$ cat src/rtl/page_rank_top.sv
// PageRank accelerator wrapper: sweeps a page range one page per cycle, sums
// degree-scaled base ranks, and exposes activity counters on a perf ring.
module page_rank_top #(
  parameter logic [31:0] INIT_RANK = 32'd1024,
  parameter logic [15:0] MODULE_ID = 16'd1
) (
  input  logic        clk,
  input  logic        reset,
  output logic        io_in_ready,
  input  logic        io_in_valid,
  input  logic        io_in_bits_done,
  input  logic [31:0] io_in_bits_startPageId,
  input  logic [31:0] io_in_bits_length,
  input  logic        io_out_ready,
  output logic        io_out_valid,
  output logic [31:0] io_out_bits_out,
  input  logic        io_pcIn_valid,
  input  logic        io_pcIn_bits_request,
  input  logic [15:0] io_pcIn_bits_moduleId,
  input  logic [7:0]  io_pcIn_bits_portId,
  input  logic [15:0] io_pcIn_bits_pcValue,
  input  logic [3:0]  io_pcIn_bits_pcType,
  output logic        io_pcOut_valid,
  output logic        io_pcOut_bits_request,
  output logic [15:0] io_pcOut_bits_moduleId,
  output logic [7:0]  io_pcOut_bits_portId,
  output logic [15:0] io_pcOut_bits_pcValue,
  output logic [3:0]  io_pcOut_bits_pcType
);

  typedef enum logic [1:0] {IDLE, RUN, OUT} state_t;

  state_t      state_q;
  logic        in_ready_q, out_valid_q;
  logic [31:0] ptr_q, rem_q, acc_q, result_q, jobs_q;
  logic [31:0] cnt_run_q, cnt_in_q, cnt_out_q, cnt_stall_q;

  logic        in_hs, out_hs, out_stall;
  logic [31:0] page_rank, acc_sum;
  logic [31:0] sel_cnt;

  assign in_hs     = io_in_valid & in_ready_q;
  assign out_hs    = out_valid_q & io_out_ready;
  assign out_stall = out_valid_q & ~io_out_ready;

  // Rank of a page is the base rank scaled down by its (ptr mod 4) degree class.
  assign page_rank = INIT_RANK >> ptr_q[1:0];
  assign acc_sum   = acc_q + page_rank;

  assign io_in_ready     = in_ready_q;
  assign io_out_valid    = out_valid_q;
  assign io_out_bits_out = result_q;

  always_ff @(posedge clk or negedge reset) begin
    if (!reset) begin
      state_q     <= IDLE;
      in_ready_q  <= 1'b1;
      out_valid_q <= 1'b0;
      ptr_q       <= '0;
      rem_q       <= '0;
      acc_q       <= '0;
      result_q    <= '0;
      jobs_q      <= '0;
    end else begin
      case (state_q)
        IDLE: begin
          if (in_hs) begin
            if (io_in_bits_done) begin
              result_q    <= jobs_q;
              state_q     <= OUT;
              in_ready_q  <= 1'b0;
              out_valid_q <= 1'b1;
            end else if (io_in_bits_length == 32'd0) begin
              result_q    <= '0;
              jobs_q      <= jobs_q + 32'd1;
              state_q     <= OUT;
              in_ready_q  <= 1'b0;
              out_valid_q <= 1'b1;
            end else begin
              ptr_q      <= io_in_bits_startPageId;
              rem_q      <= io_in_bits_length;
              acc_q      <= '0;
              state_q    <= RUN;
              in_ready_q <= 1'b0;
            end
          end
        end
        RUN: begin
          acc_q <= acc_sum;
          ptr_q <= ptr_q + 32'd1;
          rem_q <= rem_q - 32'd1;
          if (rem_q == 32'd1) begin
            result_q    <= acc_sum;
            jobs_q      <= jobs_q + 32'd1;
            state_q     <= OUT;
            out_valid_q <= 1'b1;
          end
        end
        OUT: begin
          if (io_out_ready) begin
            state_q     <= IDLE;
            out_valid_q <= 1'b0;
            in_ready_q  <= 1'b1;
          end
        end
        default: begin
          state_q     <= IDLE;
          in_ready_q  <= 1'b1;
          out_valid_q <= 1'b0;
        end
      endcase
    end
  end

  always_ff @(posedge clk or negedge reset) begin
    if (!reset) begin
      cnt_run_q   <= '0;
      cnt_in_q    <= '0;
      cnt_out_q   <= '0;
      cnt_stall_q <= '0;
    end else begin
      if (state_q == RUN) cnt_run_q <= cnt_run_q + 32'd1;
      if (in_hs)          cnt_in_q <= cnt_in_q + 32'd1;
      if (out_hs)         cnt_out_q <= cnt_out_q + 32'd1;
      if (out_stall)      cnt_stall_q <= cnt_stall_q + 32'd1;
    end
  end

  always_comb begin
    sel_cnt = '0;
    case (io_pcIn_bits_pcType)
      4'd0:    sel_cnt = cnt_run_q;
      4'd1:    sel_cnt = cnt_in_q;
      4'd2:    sel_cnt = cnt_out_q;
      4'd3:    sel_cnt = cnt_stall_q;
      default: sel_cnt = '0;
    endcase
  end

  // Requests addressed to us turn into responses; all other ring traffic passes through.
  always_ff @(posedge clk or negedge reset) begin
    if (!reset) begin
      io_pcOut_valid         <= 1'b0;
      io_pcOut_bits_request  <= 1'b0;
      io_pcOut_bits_moduleId <= '0;
      io_pcOut_bits_portId   <= '0;
      io_pcOut_bits_pcValue  <= '0;
      io_pcOut_bits_pcType   <= '0;
    end else begin
      io_pcOut_valid         <= io_pcIn_valid;
      io_pcOut_bits_moduleId <= io_pcIn_bits_moduleId;
      io_pcOut_bits_portId   <= io_pcIn_bits_portId;
      io_pcOut_bits_pcType   <= io_pcIn_bits_pcType;
      if (io_pcIn_valid && io_pcIn_bits_request && io_pcIn_bits_moduleId == MODULE_ID) begin
        io_pcOut_bits_request <= 1'b0;
        io_pcOut_bits_pcValue <= sel_cnt[15:0];
      end else begin
        io_pcOut_bits_request <= io_pcIn_bits_request;
        io_pcOut_bits_pcValue <= io_pcIn_bits_pcValue;
      end
    end
  end

endmodule

$ cat config.mk
export PLATFORM = sky130hd
export DESIGN_NAME = page_rank_top
export DESIGN_NICKNAME = d
export VERILOG_FILES = /design/src/rtl/page_rank_top.sv
export SDC_FILE = /design/constraint.sdc
export NUM_CORES = 1
export LEC_CHECK = 0
export ABC_AREA = 0
export BUFFER_PORTS_ARGS = -buffer_cell sky130_fd_sc_hd__buf_2
export CAP_MARGIN = 10
export CORE_ASPECT_RATIO = 1.2
export CORE_UTILIZATION = 40
export DETAILED_ROUTE_END_ITERATION = 8
export PLACE_DENSITY = 0.6
export SYNTH_ARGS = -nofsm -noshare
export SYNTH_HDL_FRONTEND = slang
export SYNTH_SLANG_ARGS = --single-unit
$ cat constraint.sdc
create_clock -name clk -period 9 [get_ports clk]
set_clock_uncertainty 0.05 [all_clocks]
set_input_delay 0 -clock clk [delete_from_list [all_inputs] [get_ports clk]]
set_output_delay 0 -clock clk [all_outputs]
set_load 0.005 [all_outputs]
# Word-level counts from Yosys, hierarchy flattened
# Index checks and enable logic that the tools add are counted.
[classes]
n_addsub = 8
eq_ne = 14
shift = 1
mux = 40
bitwise_logic = 5
n_reduce_logical = 12
[op_table]
columns = ["cell", "n"]
rows = [
  ["two-way mux 32 bit", 17],
  ["case mux 32 bit (2 select lines)", 5],
  ["adder 32 x 1 -> 32 bit, second input constant", 6],
  ["case mux 16 bit (4 select lines)", 1],
  ["adder 32 bit", 1],
  ["equality test 32 x 1 -> 1 bit, second input constant", 1],
  ["logical NOT 32 bit", 1],
  [">> shifter 11 x 2 -> 32 bit, first input constant", 1],
  ["subtractor 32 x 1 -> 32 bit, second input constant", 1],
  ["equality test 16 x 1 -> 1 bit, second input constant", 1],
  ["two-way mux 16 bit", 1],
  ["!= test 2 bit, second input constant", 6],
  ["AND reduction 4 bit", 3],
  ["two-way mux 2 bit", 5],
  ["equality test 4 x 2 -> 1 bit, second input constant", 2],
  ["two-way mux 1 bit", 8],
  ["case mux 1 bit (3 select lines)", 2],
  ["case mux 2 bit (3 select lines)", 1],
  ["AND reduction 3 bit", 2],
  ["AND reduction 5 bit", 1],
  ["equality test 4 x 1 -> 1 bit, second input constant", 1],
  ["logical NOT 4 bit", 1],
  ["AND 1 bit", 3],
  ["!= test 3 bit, second input constant", 1],
  ["6 further kinds", 8],
]
[word_totals]
regBits = 338
input_bits = 115
out_inout_bits = 80
wordCells = 98

# Longest topological paths before layout
# Gate-level depths: netlist (run 1).
[logic_depth]
ltp_word = 5
ltp_mapped = 10
mapped_depth_nobuf = 8

# Worst setup path before layout (run 1)
# OpenSTA, ideal clock, no wires.
[synth_timing]
path_kind = "register to register"
from = "register rem_q[15]"
to = "register result_q[23] (netlist: io_out_bits_out[23])"
setup_time_ps = 125
t_arrival_ps = 2776
t_required_ps = 8825
slack_ps = 6049
path_stages_with_launch = 10
cell_sequence = "dfrtp_1 > or4_1 > buf_2 > or3_1 > buf_6 > o31ai_4 > and3_1 > clkbuf_1 > buf_2 > mux2_2"
[synth_via]
elab_chain_cells = 3
[synth_rtl]
columns = ["element", "line", "source"]
rows = [
  ["start: declaration", "35", "logic [31:0] ptr_q, rem_q, acc_q, result_q, jobs_q;"],
  ["start signal: assignment", "81", "rem_q <= io_in_bits_length;"],
  ["start signal: assignment", "91", "rem_q <= rem_q - 32'd1;"],
  ["equality test 32 x 1 -> 1 bit", "92", "if (rem_q == 32'd1) begin"],
  ["!= test 2 bit (no source line)", "n/a", ""],
  ["AND reduction 4 bit (no source line)", "n/a", ""],
  ["end signal: assignment", "69", "result_q <= jobs_q;"],
  ["end signal: assignment", "93", "result_q <= acc_sum;"],
  ["end: declaration", "35", ""],
]
# No other way between the ends.
# A chain may end at the register's enable or synchronous reset.

# Final worst setup path (run 1)
[layout_timing]
from = "register rem_q[12]"
to = "register result_q[10] (netlist: io_out_bits_out[10])"
# Same word-level chain as after synthesis.

==> flow_summary_export.csv, run 1 <==
group,metric,value,unit
status,status,"finished, final reports clean",
timing,worstMarginPinSlew,1180,ps
timing,setup_viol,0,
route,ant_nets,0,
route,vias,10201,
power_and_ir_drop,p_switching,0.000500,W
synth,asyncSetResetFlopFracSynth,1.00,
worst_hold_path,hp-class,"in2async",
synth,synth_fa_ha_area_frac,0.0174,
worst_setup_path,rr_startpoint,"rem_q[12]",
clocking,clock_sinks,237,
timing,fin_tns_setup,0,ps
clocking,clockBufferDepth,3,
worst_setup_path,ff2ff_path_depth,6,
place,placed_cells,1691,
place,globalplace.congestion,0.890,
power_and_ir_drop,p_clk_frac,0.482,
power_and_ir_drop,sequentialPowerShare,0.470,
die,start_util,0.411,
global_routing,grt_overflow,0,
timing,hold_violations,0,
clocking,cts.htree.levels,1,
cells_and_area,layout_common_cells,"dfrtp_1, buf_2, nand2_1",
route,wl_per_cell,17.6,µm
route,routed_via_density,5.60,
timing,max_freq,0.272,GHz
synth,ys_seq_area_frac,0.497,
worst_setup_path,r2r_slack,5330,ps
global_routing,grt_start_max_net_pins,105,
clocking,cts_tree,"built",
timing,rsz0062_at_grt,"no",
timing,slew_headroom,0.212,
global_routing,antenna_found_initial,1,
power_and_ir_drop,netSwitchingFraction,0.218,
global_routing,grtUsageTotal,0.211,
power_and_ir_drop,power_density,154,nW/µm²
die,die_width,160,µm
synth,ys_seq_elements,237,
cells_and_area,final_layout_size_suffix_gt1_frac,0.185,
clocking,clkTransAtPathRegs,60,ps
worst_setup_path,cp.required,9350,ps
clocking,cts_buffers,27,
synth,synth_xor_area_frac,0.0697,
die,rows,68,
die,placeableCoreArea,29000,µm²
worst_setup_path,r2r-end,"io_out_bits_out[10]",
cells_and_area,final_common_cell,"dfrtp_1",
synth,synth-main-ff-cell,"dfrtp_1",
place,hpwl,21.3,mm
power_and_ir_drop,p_leak,6.58,nW
route,wl,32.1,mm
job,drv_cap,0,
power_and_ir_drop,internal-power,0.00179,W
cells_and_area,nets,1550,
timing,period_share,0.408,
synth,synth_top_family_by_area,"simple AND/OR/NAND/NOR gates",
power_and_ir_drop,irDropWorstVdd,0.134,mV
synth,netlist_area,11900,µm²
synth,synth_edf_count,0,
worst_setup_path,cp-end-kind,"flip-flop",
route,drtPass1Iterations,7,
route,drtIter0Drc,751,
die,pin_count,195,
synth,synth-compound-area-share,0.138,
worst_setup_path,cp-start-kind,"flip-flop",
synth,syn_avg_cell_area,9.99,µm²
clocking,cts_resized,0,
clocking,clk_latency,530,ps
timing,maxSlewViolCount,0,
die,die_h,191,µm
synth,mappedNetlistNets,1326,
cells_and_area,fin_cells,1823,
global_routing,grt_pass1_vias,10070,
die,die_area,30500,µm²
clocking,post_cts_buffers,0,
cells_and_area,area_growth,24.7,%
synth,synth.mux.area_fraction,0.0537,
power_and_ir_drop,pwr-share-comb,0.048,
synth,yosysUniqueCellTypes,69,
place,numPortBuffers,164,
timing,post-route-min-period,3670,ps
global_routing,grt_pass1_wl,52.7,mm
synth,yosys.area_share.simple,0.189,
synth,ys_warn_count,0,
worst_setup_path,crit_arrival,4030,ps
worst_setup_path,crit_type,"reg2reg",
route,drc,0,
clocking,clockRootBuffer,"clkbuf_16",
synth,netlist_instances,1195,
worst_setup_path,cp_max_fo,23,
repair_timing:
action                                 CTS  global route
endpoints found under the hold margin  201             0
hold buffers                            84             0
setup endpoints to repair                0             0
cells in the mapped netlist, types with 2 or more instances:
library cell    n  area, µm²
a2111oi_1       4       40.0
a2111oi_2       2       30.0
a211o_1         2       17.5
a211oi_1        6       45.0
a21boi_0        2       15.0
a21o_1          8       60.1
a21oi_1        39        195
a221o_1         9       90.1
a22o_1         11       96.3
a22oi_1        33        248
a31o_2          2       17.5
a31oi_1        29        181
a32oi_1        20        175
a41oi_1         5       43.8
and2_1          9       56.3
and3_1         24        150
and4_1         10       87.6
buf_1           9       33.8
buf_2           5       25.0
buf_6           2       22.5
clkbuf_1       54        203
dfrtp_1       236       5910
ha_1           15        188
inv_1          33        124
mux2_2         24        270
mux2i_1        37        370
nand2_1       131        492
nand2b_1        4       25.0
nand3_1        55        275
nand4_1        49        307
nor2_1         82        308
nor2b_1         3       18.8
nor3_1         23        115
nor3b_1         2       15.0
nor4_1         30        188
nor4b_1         4       35.0
o211ai_1        6       45.0
o21ai_0        34        170
o21bai_1        2       15.0
o221a_2         2       22.5
o31ai_1         3       22.5
or3_1          10       62.6
or4_1           6       45.0
xnor2_1        46        403
xor2_1         49        429
sequential cells by signal (all words and copies together) (netlist names), 25 cells and up:
| signal | count |
|---|---|
| io_out_bits_out | 32 |
| jobs_q | 32 |
| rem_q | 32 |
| acc_q | 25 |
cell type report:
class | instances | area (µm²)
well taps | 385 | 482
clock buffers | 40 | 795
repair buffers | 265 | 1800
clock inverters | 7 | 93.8
multi-input cells | 854 | 5650
inverters | 34 | 128
diodes | 1 | 2.50
fillers | 2608 | 14100
flip-flops and latches | 237 | 5930
metrics by stage:
| stage | util | hold slack (ps) | total power (W) | setup slack, ps | cell area, µm² |
|---|---|---|---|---|---|
| CTS | 0.513 | 39.8 | 0.00232 | 5320 | 14900 |
| floorplan | - | -346 | 0.00112 | 6050 | 11900 |
| finish | 0.513 | 12.9 | 0.00229 | 5330 | 14900 |
| global placement | 0.453 | 47.1 | 0.00118 | 5350 | 13100 |
| global route | 0.513 | 61.9 | 0.00238 | 5190 | 14900 |
| detailed placement | 0.453 | 59.4 | 0.00118 | 5340 | 13100 |
cells by family (layout without fill, tap and decap cells):
family          count (synthesis)  after routing
simple gates                  450            450
flops                         237            237
compound gates                232            232
buf+inv                       104            346
xor+xnor                       95             95
mux                            61             61
fa+ha+maj                      16             16
other cells                     0              1
critical path, stage by stage (launching register included):
cell,delay [ps]
dfrtp_1,450
or4_1,620
or3_1,550
o31ai_4,520
and3_1,520
buf_4,430
mux2_2,390
layer usage:
metal	GRT usage	wire, µm	vias to the layer above
met5	0	0	-
met2	0.359	15400	306
met1	0.281	14300	5012
li1	-	-	4828
met3	0.0265	1650	55
met4	0.0666	732	0
worst max-delay path by stage:
| stage | startpoint | to | slack (ps) | cells after the start |
|---|---|---|---|---|
| 2_1_floorplan | rem_q[15] | io_out_bits_out[23] | 6050 | 9 |
| 3_3_place_gp | rem_q[12] | io_out_bits_out[8] | 5350 | 6 |
| 3_5_place_dp | rem_q[12] | io_out_bits_out[10] | 5340 | 6 |
| 4_1_cts | rem_q[15] | io_out_bits_out[10] | 5320 | 6 |
| 5_1_grt | rem_q[12] | io_out_bits_out[10] | 5190 | 6 |
| 6_report | rem_q[12] | io_out_bits_out[10] | 5330 | 6 |
power groups by stage:
| stage | Clock (W) | Sequential [W] | Combinational [W] |
|---|---|---|---|
| CTS | 0.00113 | 0.00108 | 0.000111 |
| finish | 0.00111 | 0.00108 | 0.000110 |
| floorplan | 0 | 0.00110 | 0.0000150 |
| global placement | 0 | 0.00110 | 0.0000817 |
| detailed placement | 0 | 0.00110 | 0.0000820 |
| global route | 0.00118 | 0.00108 | 0.000122 |
Note: power is estimated with default switching activity, not from simulation.
==> run 2, diff against run 1 <==
--- a/config.mk
+++ b/config.mk
@@ -5,13 +5,13 @@
 export SDC_FILE = /design/constraint.sdc
 export NUM_CORES = 1
 export LEC_CHECK = 0
-export ABC_AREA = 0
+export ABC_AREA = 1
 export BUFFER_PORTS_ARGS = -buffer_cell sky130_fd_sc_hd__buf_2
 export CAP_MARGIN = 10
 export CORE_ASPECT_RATIO = 1.2
 export CORE_UTILIZATION = 40
 export DETAILED_ROUTE_END_ITERATION = 8
-export PLACE_DENSITY = 0.6
+export PLACE_DENSITY = 0.62
 export SYNTH_ARGS = -nofsm -noshare
 export SYNTH_HDL_FRONTEND = slang
 export SYNTH_SLANG_ARGS = --single-unit
==> constraint.sdc (replaced) <==
create_clock -name clk -period 3.35 [get_ports clk]
set_clock_uncertainty 0.05 [all_clocks]
set_input_delay 0 -clock clk [delete_from_list [all_inputs] [get_ports clk]]
set_output_delay 0 -clock clk [all_outputs]
set_load 0.005 [all_outputs]
==> run 2 against run 1 <==
Against the previous run: die area rose by 5.6%; register-to-register slack worse by 4500 ps; clock-buffer cell count is 7 lower; synthesized cell count up 39%; fmax increased by 48%; combinational power grew to 23 times the previous value; global-route usage increased by 0.62 points; area after synthesis rose by 5.7%; power grew to 4.1 times the previous value; highest routed layer unchanged.
==> flow_summary_export.csv, run 2 <==
group,metric,value,unit
synth,netlist_instances,1656,
synth,ys_seq_elements,237,
cells_and_area,area_growth,24.1,%
route,vias,11494,
timing,worstMarginPinSlew,1110,ps
timing,period_share,0.739,
clocking,clk_latency,530,ps
power_and_ir_drop,p_leak,7.73,nW
route,drtPass1Iterations,5,
worst_setup_path,cp.required,3720,ps
route,drtIter0Drc,704,
synth,ys_seq_area_frac,0.470,
route,wl,34.3,mm
clocking,cts.htree.levels,1,
synth,yosys.area.top_type,"dfrtp_1",
power_and_ir_drop,sequentialPowerShare,0.418,
die,die_h,197,µm
worst_setup_path,cpMaxStageDelayCell,"dfrtp_1",
power_and_ir_drop,pwr-share-comb,0.264,
worst_setup_path,path_buf_inv,1,
route,wl_per_cell,14.7,µm
synth,synth_commonest_cells,"nand2_1, dfrtp_1, nor2_1",
worst_setup_path,cp-end-kind,"flip-flop",
worst_setup_path,r2r_slack,880,ps
cells_and_area,final_common_cell,"nand2_1",
worst_setup_path,critPathTopFamily,"adder cells",
cells_and_area,nets,2049,
route,routed_via_density,4.93,
timing,post-route-min-period,2470,ps
worst_setup_path,rr_startpoint,"ptr_q[0]",
timing,slew_headroom,0.257,
worst_setup_path,cp_max_fo,6,
timing,whs,32.1,ps
place,placed_cells,2189,
cells_and_area,antenna_cells,0,
synth,syn_avg_cell_area,7.62,µm²
place,numPortBuffers,164,
power_and_ir_drop,internal-power,0.00609,W
worst_setup_path,critPathMaxStageDelay,410,ps
route,drc,0,
worst_hold_path,hp-class,"in2async",
synth,asyncSetResetFlopFracSynth,1.00,
cells_and_area,fillCellCount,2941,
timing,setup_viol,0,
cells_and_area,final_layout_size_suffix_gt1_frac,0.140,
place,hpwl,23.6,mm
clocking,clkTransAtPathRegs,60,ps
clocking,cts_resized,0,
clocking,post_cts_buffers,0,
worst_setup_path,crit_type,"reg2reg",
clocking,cts_buffers,25,
worst_setup_path,crit_arrival,2840,ps
place,globalplace.congestion,0.895,
synth,yosys-top-cells-area,"dfrtp_1, nand2_1, nor2_1",
synth,synth_edf_count,0,
synth,synth-main-ff-cell,"dfrtp_1",
synth,synth_most_common_cell,"nand2_1",
power_and_ir_drop,power_density,601,nW/µm²
power_and_ir_drop,p_switching,0.00331,W
route,ant_nets,0,
clocking,cts_hold_buf,98,
die,die_width,164,µm
timing,max_freq,0.404,GHz
timing,hold_violations,0,
clocking,clock_sinks,237,
clocking,cts_tree,"built",
global_routing,grt_pass1_vias,11640,
timing,fin_tns_setup,0,ps
job,drv_cap,0,
power_and_ir_drop,netSwitchingFraction,0.352,
die,start_util,0.410,
synth,mappedNetlistNets,1787,
clocking,clockRootBuffer,"clkbuf_16",
synth,ys_warn_count,0,
global_routing,grt_start_max_net_pins,99,
global_routing,antenna_found_initial,0,
global_routing,grt_overflow,0,
cells_and_area,layout_common_cells,"nand2_1, dfrtp_1, nor2_1",
status,status,"finished, final reports clean",
timing,rsz0062_at_grt,"no",
die,die_area,32300,µm²
worst_setup_path,r2r-end,"io_out_bits_out[19]",
worst_setup_path,ff2ff_path_depth,11,
synth,yosysUniqueCellTypes,42,
power_and_ir_drop,p_clk_frac,0.318,
timing,maxSlewViolCount,0,
die,rows,70,
synth,synth.top_cell.area_share,0.468,
clocking,clockBufferDepth,3,
global_routing,grtUsageTotal,0.218,
synth,netlist_area,12600,µm²
worst_setup_path,path_cells,"ha_1, ha_1, fa_1, inv_1, nor2_1, nor2_1, nor2_1, o21ai_0, nand2_1, nand2_1, nand2_1",
die,placeableCoreArea,30700,µm²
global_routing,grt_pass1_wl,56.7,mm
worst_setup_path,cp-start-kind,"flip-flop",
power_and_ir_drop,irDropWorstVdd,0.473,mV
die,pin_count,195,
cells_and_area,fin_cells,2332,
==> run 2: changes by cell type after synthesis, moves of 22 or more <==
cell	before	now
inv_1	33	115
nand3_1	55	77
nor2_1	82	188
nand2_1	131	646
mux2_2	24	1
nor4_1	30	3
and3_1	24	1
o21ai_0	34	75
a21oi_1	39	14
a31oi_1	29	1
mux2i_1	37	1
clkbuf_1	54	8
a22oi_1	33	0
==> run 2: metrics by stage <==
stage | utilization | power [W] | setup slack, ps | area (µm²)
global route | 0.509 | 0.0100 | 660 | 15700
finish | 0.509 | 0.00941 | 875 | 15700
floorplan | - | 0.00561 | 1200 | 12600
detailed placement | 0.449 | 0.00636 | 908 | 13800
global placement | 0.449 | 0.00629 | 934 | 13800
CTS | 0.509 | 0.00949 | 888 | 15700
==> run 2: how the worst max path moves through the flow <==
stage,from,end,slack (ps),cells past startpoint
2_1_floorplan,ptr_q[0],io_out_bits_out[19],1200,11
3_3_place_gp,ptr_q[0],io_out_bits_out[21],930,13
3_5_place_dp,ptr_q[0],io_out_bits_out[19],910,11
4_1_cts,ptr_q[0],io_out_bits_out[21],890,13
5_1_grt,ptr_q[0],io_out_bits_out[21],660,13
6_report,ptr_q[0],io_out_bits_out[19],880,11
==> run 2: power groups by stage <==
| stage | logic, W | clock network [W] | registers (W) |
|---|---|---|---|
| floorplan | 0.00177 | 0 | 0.00383 |
| global placement | 0.00234 | 0 | 0.00395 |
| detailed placement | 0.00239 | 0 | 0.00397 |
| CTS | 0.00250 | 0.00307 | 0.00392 |
| global route | 0.00285 | 0.00318 | 0.00401 |
| finish | 0.00248 | 0.00299 | 0.00393 |
==> run 2: cell type report <==
type | count | area (µm²) | share of cell area
multi-input combinational | 1257 | 5970 | 0.381
sequential | 237 | 5930 | 0.379
timing repair buffer | 277 | 1940 | 0.124
clock buffer | 33 | 686 | 0.0438
tap | 396 | 495 | 0.0316
inverter | 120 | 450 | 0.0288
clock inverter | 12 | 189 | 0.0121
==> run 2: per-layer routing <==
metal	GRT usage	up-vias	routed length [µm]
li1	-	5753	-
met1	0.266	5373	14800
met2	0.388	298	16700
met3	0.0253	70	1690
met4	0.0813	0	1100
met5	0	-	0
==> run 2: worst register-to-register path, delay by kind of cell (launching register included) <==
kind	cells	cell delay, ps
simple gates	6	730
compound gates	1	270
buf+inv	1	70
flops	1	410
fa+ha+maj	3	840
==> run 2: cells by family (layout without fill, tap and decap cells) <==
kind of cell,Yosys count,count (layout),share of synthesized area
flops,237,237,0.470
compound gates,117,117,0.0507
fa+ha+maj,16,16,0.0165
buf+inv,162,442,0.0564
simple gates,1030,1030,0.341
mux,2,2,0.00169
xor+xnor,92,92,0.0639
==> run 3, diff against run 2 <==
--- a/config.mk
+++ b/config.mk
@@ -5,7 +5,7 @@
 export SDC_FILE = /design/constraint.sdc
 export NUM_CORES = 1
 export LEC_CHECK = 0
-export ABC_AREA = 1
+export ABC_AREA = 0
 export BUFFER_PORTS_ARGS = -buffer_cell sky130_fd_sc_hd__buf_2
 export CAP_MARGIN = 10
 export CORE_ASPECT_RATIO = 1.2
==> constraint.sdc (replaced) <==
create_clock -name clk -period 2.1 [get_ports clk]
set_clock_uncertainty 0.05 [all_clocks]
set_input_delay 0 -clock clk [delete_from_list [all_inputs] [get_ports clk]]
set_output_delay 0 -clock clk [all_outputs]
set_load 0.005 [all_outputs]
==> run 3 against run 2 <==
Against the previous run: the flow now finishes with violations (setup timing); design area increased by 12%; non-clock buffer count is 164 higher; sequential power is 18% higher; critical path type unchanged.
==> flow_summary_export.csv, run 3 (synthesized netlist as in run 1, its figures left out) <==
group,metric,value,unit
timing,post-route-min-period,2680,ps
cells_and_area,final_layout_size_suffix_gt1_frac,0.341,
die,die_width,160,µm
cells_and_area,layout_common_cells,"dfrtp_1, buf_2, buf_4",
worst_setup_path,cpMaxStageDelayCell,"or4b_4",
clocking,cts_tree,"built",
cells_and_area,final_common_cell,"dfrtp_1",
power_and_ir_drop,irDropWorstVdd,0.536,mV
place,hpwl,24.2,mm
worst_setup_path,path_cells,"or4_4, or3_4, or4b_4, buf_12, a2111oi_4, xnor2_1",
route,drtIter0Drc,754,
worst_setup_path,ff2ff_path_depth,6,
die,die_h,191,µm
worst_setup_path,cp_max_fo,7,
cells_and_area,nets,1725,
die,start_util,0.411,
global_routing,grt_start_max_net_pins,79,
timing,worst_slack,-577,ps
clocking,clockBufferDepth,3,
die,rows,68,
worst_setup_path,crit_type,"reg2reg",
cells_and_area,fin_cells,1999,
global_routing,antenna_found_initial,0,
die,pin_count,195,
timing,setup_viol,97,
route,vias,11105,
clocking,clock_sinks,237,
worst_setup_path,r2r_slack,-580,ps
worst_setup_path,crit_start,"rem_q[15]",
place,placed_cells,1834,
worst_setup_path,path_buf_inv,1,
global_routing,grtUsageTotal,0.242,
timing,slew_headroom,0.604,
job,drv_cap,0,
worst_setup_path,critPathTopFamily,"simple AND/OR/NAND/NOR gates",
cells_and_area,antenna_cells,0,
timing,period_share,1.27,
timing,hold_violations,0,
worst_setup_path,critPathMaxStageDelay,580,ps
global_routing,met2_usage,0.415,
timing,maxSlewViolCount,0,
place,globalplace.congestion,0.894,
worst_setup_path,r2r-end,"jobs_q[16]",
global_routing,grt_pass1_vias,11171,
worst_setup_path,crit_arrival,3020,ps
route,wl,37.6,mm
die,die_area,30500,µm²
global_routing,met3_usage,0.0299,
worst_setup_path,critPathCapture,"jobs_q[16]",
route,drtPass1Iterations,5,
route,routed_via_density,5.56,
route,wl_per_cell,18.8,µm
worst_setup_path,cp-end-kind,"flip-flop",
global_routing,grt_overflow,0,
status,failed_checks,"setup timing",
cells_and_area,fin_util,0.607,
timing,rsz0062_at_grt,"yes",
timing,max_freq,0.374,GHz
clocking,clk_latency,530,ps
worst_setup_path,cp.required,2440,ps
worst_setup_path,rr_startpoint,"rem_q[15]",
global_routing,gr-usage-met1,0.313,
die,placeableCoreArea,29000,µm²
status,status,"finished, violations left",
clocking,clockRootBuffer,"clkbuf_16",
global_routing,grt_pass1_wl,59.5,mm
route,ant_nets,0,
worst_hold_path,hold_path_depth,2,
clocking,cts.htree.levels,1,
power_and_ir_drop,power_density,580,nW/µm²
worst_hold_path,hp-class,"in2reg",
power_and_ir_drop,p_leak,7.77,nW
worst_setup_path,worst-path-stages,6,
worst_setup_path,cp-start-kind,"flip-flop",
timing,worstMarginPinSlew,591,ps
timing,fin_tns_setup,-33960,ps
clocking,clkTransAtPathRegs,70,ps
place,numPortBuffers,164,
global_routing,grt-busiest-layer,"met2",
clocking,cts_buffers,26,
route,drc,0,
cells_and_area,area_growth,47.5,%
==> run 3: repair_timing <==
item	CTS	global route
hold buffers	85	0
endpoints found under the hold margin	336	0
pin swaps	37	51
setup endpoints to repair	108	116
gates resized for setup	95	82
setup buffers	19	16
gates cloned	4	1
==> run 3: cell type report <==
| type | instances | area (µm²) |
|---|---|---|
| Inverter | 34 | 130 |
| Clock buffer | 37 | 803 |
| Fill cell | 2334 | 11400 |
| Sequential cell | 237 | 5930 |
| Tap cell | 385 | 482 |
| Clock inverter | 11 | 163 |
| Multi-Input combinational cell | 854 | 6570 |
| Timing Repair Buffer | 441 | 3520 |
==> run 3: how the worst min path moves through the flow <==
stage / start / endpoint / slack [ps]
after floorplan: reset / acc_q[10] / -350
after global placement: reset / acc_q[7] / -50
after detailed placement: reset / acc_q[9] / -40
after CTS: io_pcIn_bits_portId[2] / io_pcOut_bits_portId[2] / 40
after global routing: io_pcIn_bits_portId[3] / io_pcOut_bits_portId[3] / 60
final: io_pcIn_bits_portId[0] / io_pcOut_bits_portId[0] / 60
==> run 3: routing by layer <==
metal  share of wire  vias to the layer above  wire (µm)
met5               0                        -          0
met4           0.031                        0       1160
met3           0.054                       86       2020
met2            0.49                      401      18600
met1            0.42                     5444      15800
li1                -                     5174          -
==> run 3: worst reg2reg max path, stage by stage (launching register included) <==
cell       delay [ps]
dfrtp_1           380
or4_4             540
or3_4             350
or4b_4            580
buf_12            200
a2111oi_4         310
xnor2_1           130
==> run 3: report_power, final <==
group | internal [W] | switching, W | total [W]
Clock | 0.00315 | 0.00194 | 0.00508
Sequential | 0.00461 | 0.0000115 | 0.00462
Combinational | 0.000246 | 0.000256 | 0.000502
Total | 0.00800 | 0.00220 | 0.0102
==> run 3: metrics by stage <==
stage | setup slack (ps) | hold slack (ps) | total power, W | area (µm²)
floorplan | -657 | -346 | 0.00478 | 12300
global placement | -512 | -48.2 | 0.00508 | 14600
detailed placement | -552 | -41.9 | 0.00508 | 14600
CTS | -567 | 43.7 | 0.0103 | 17100
global route | -626 | 63.8 | 0.0105 | 17600
finish | -577 | 58.2 | 0.0102 | 17600
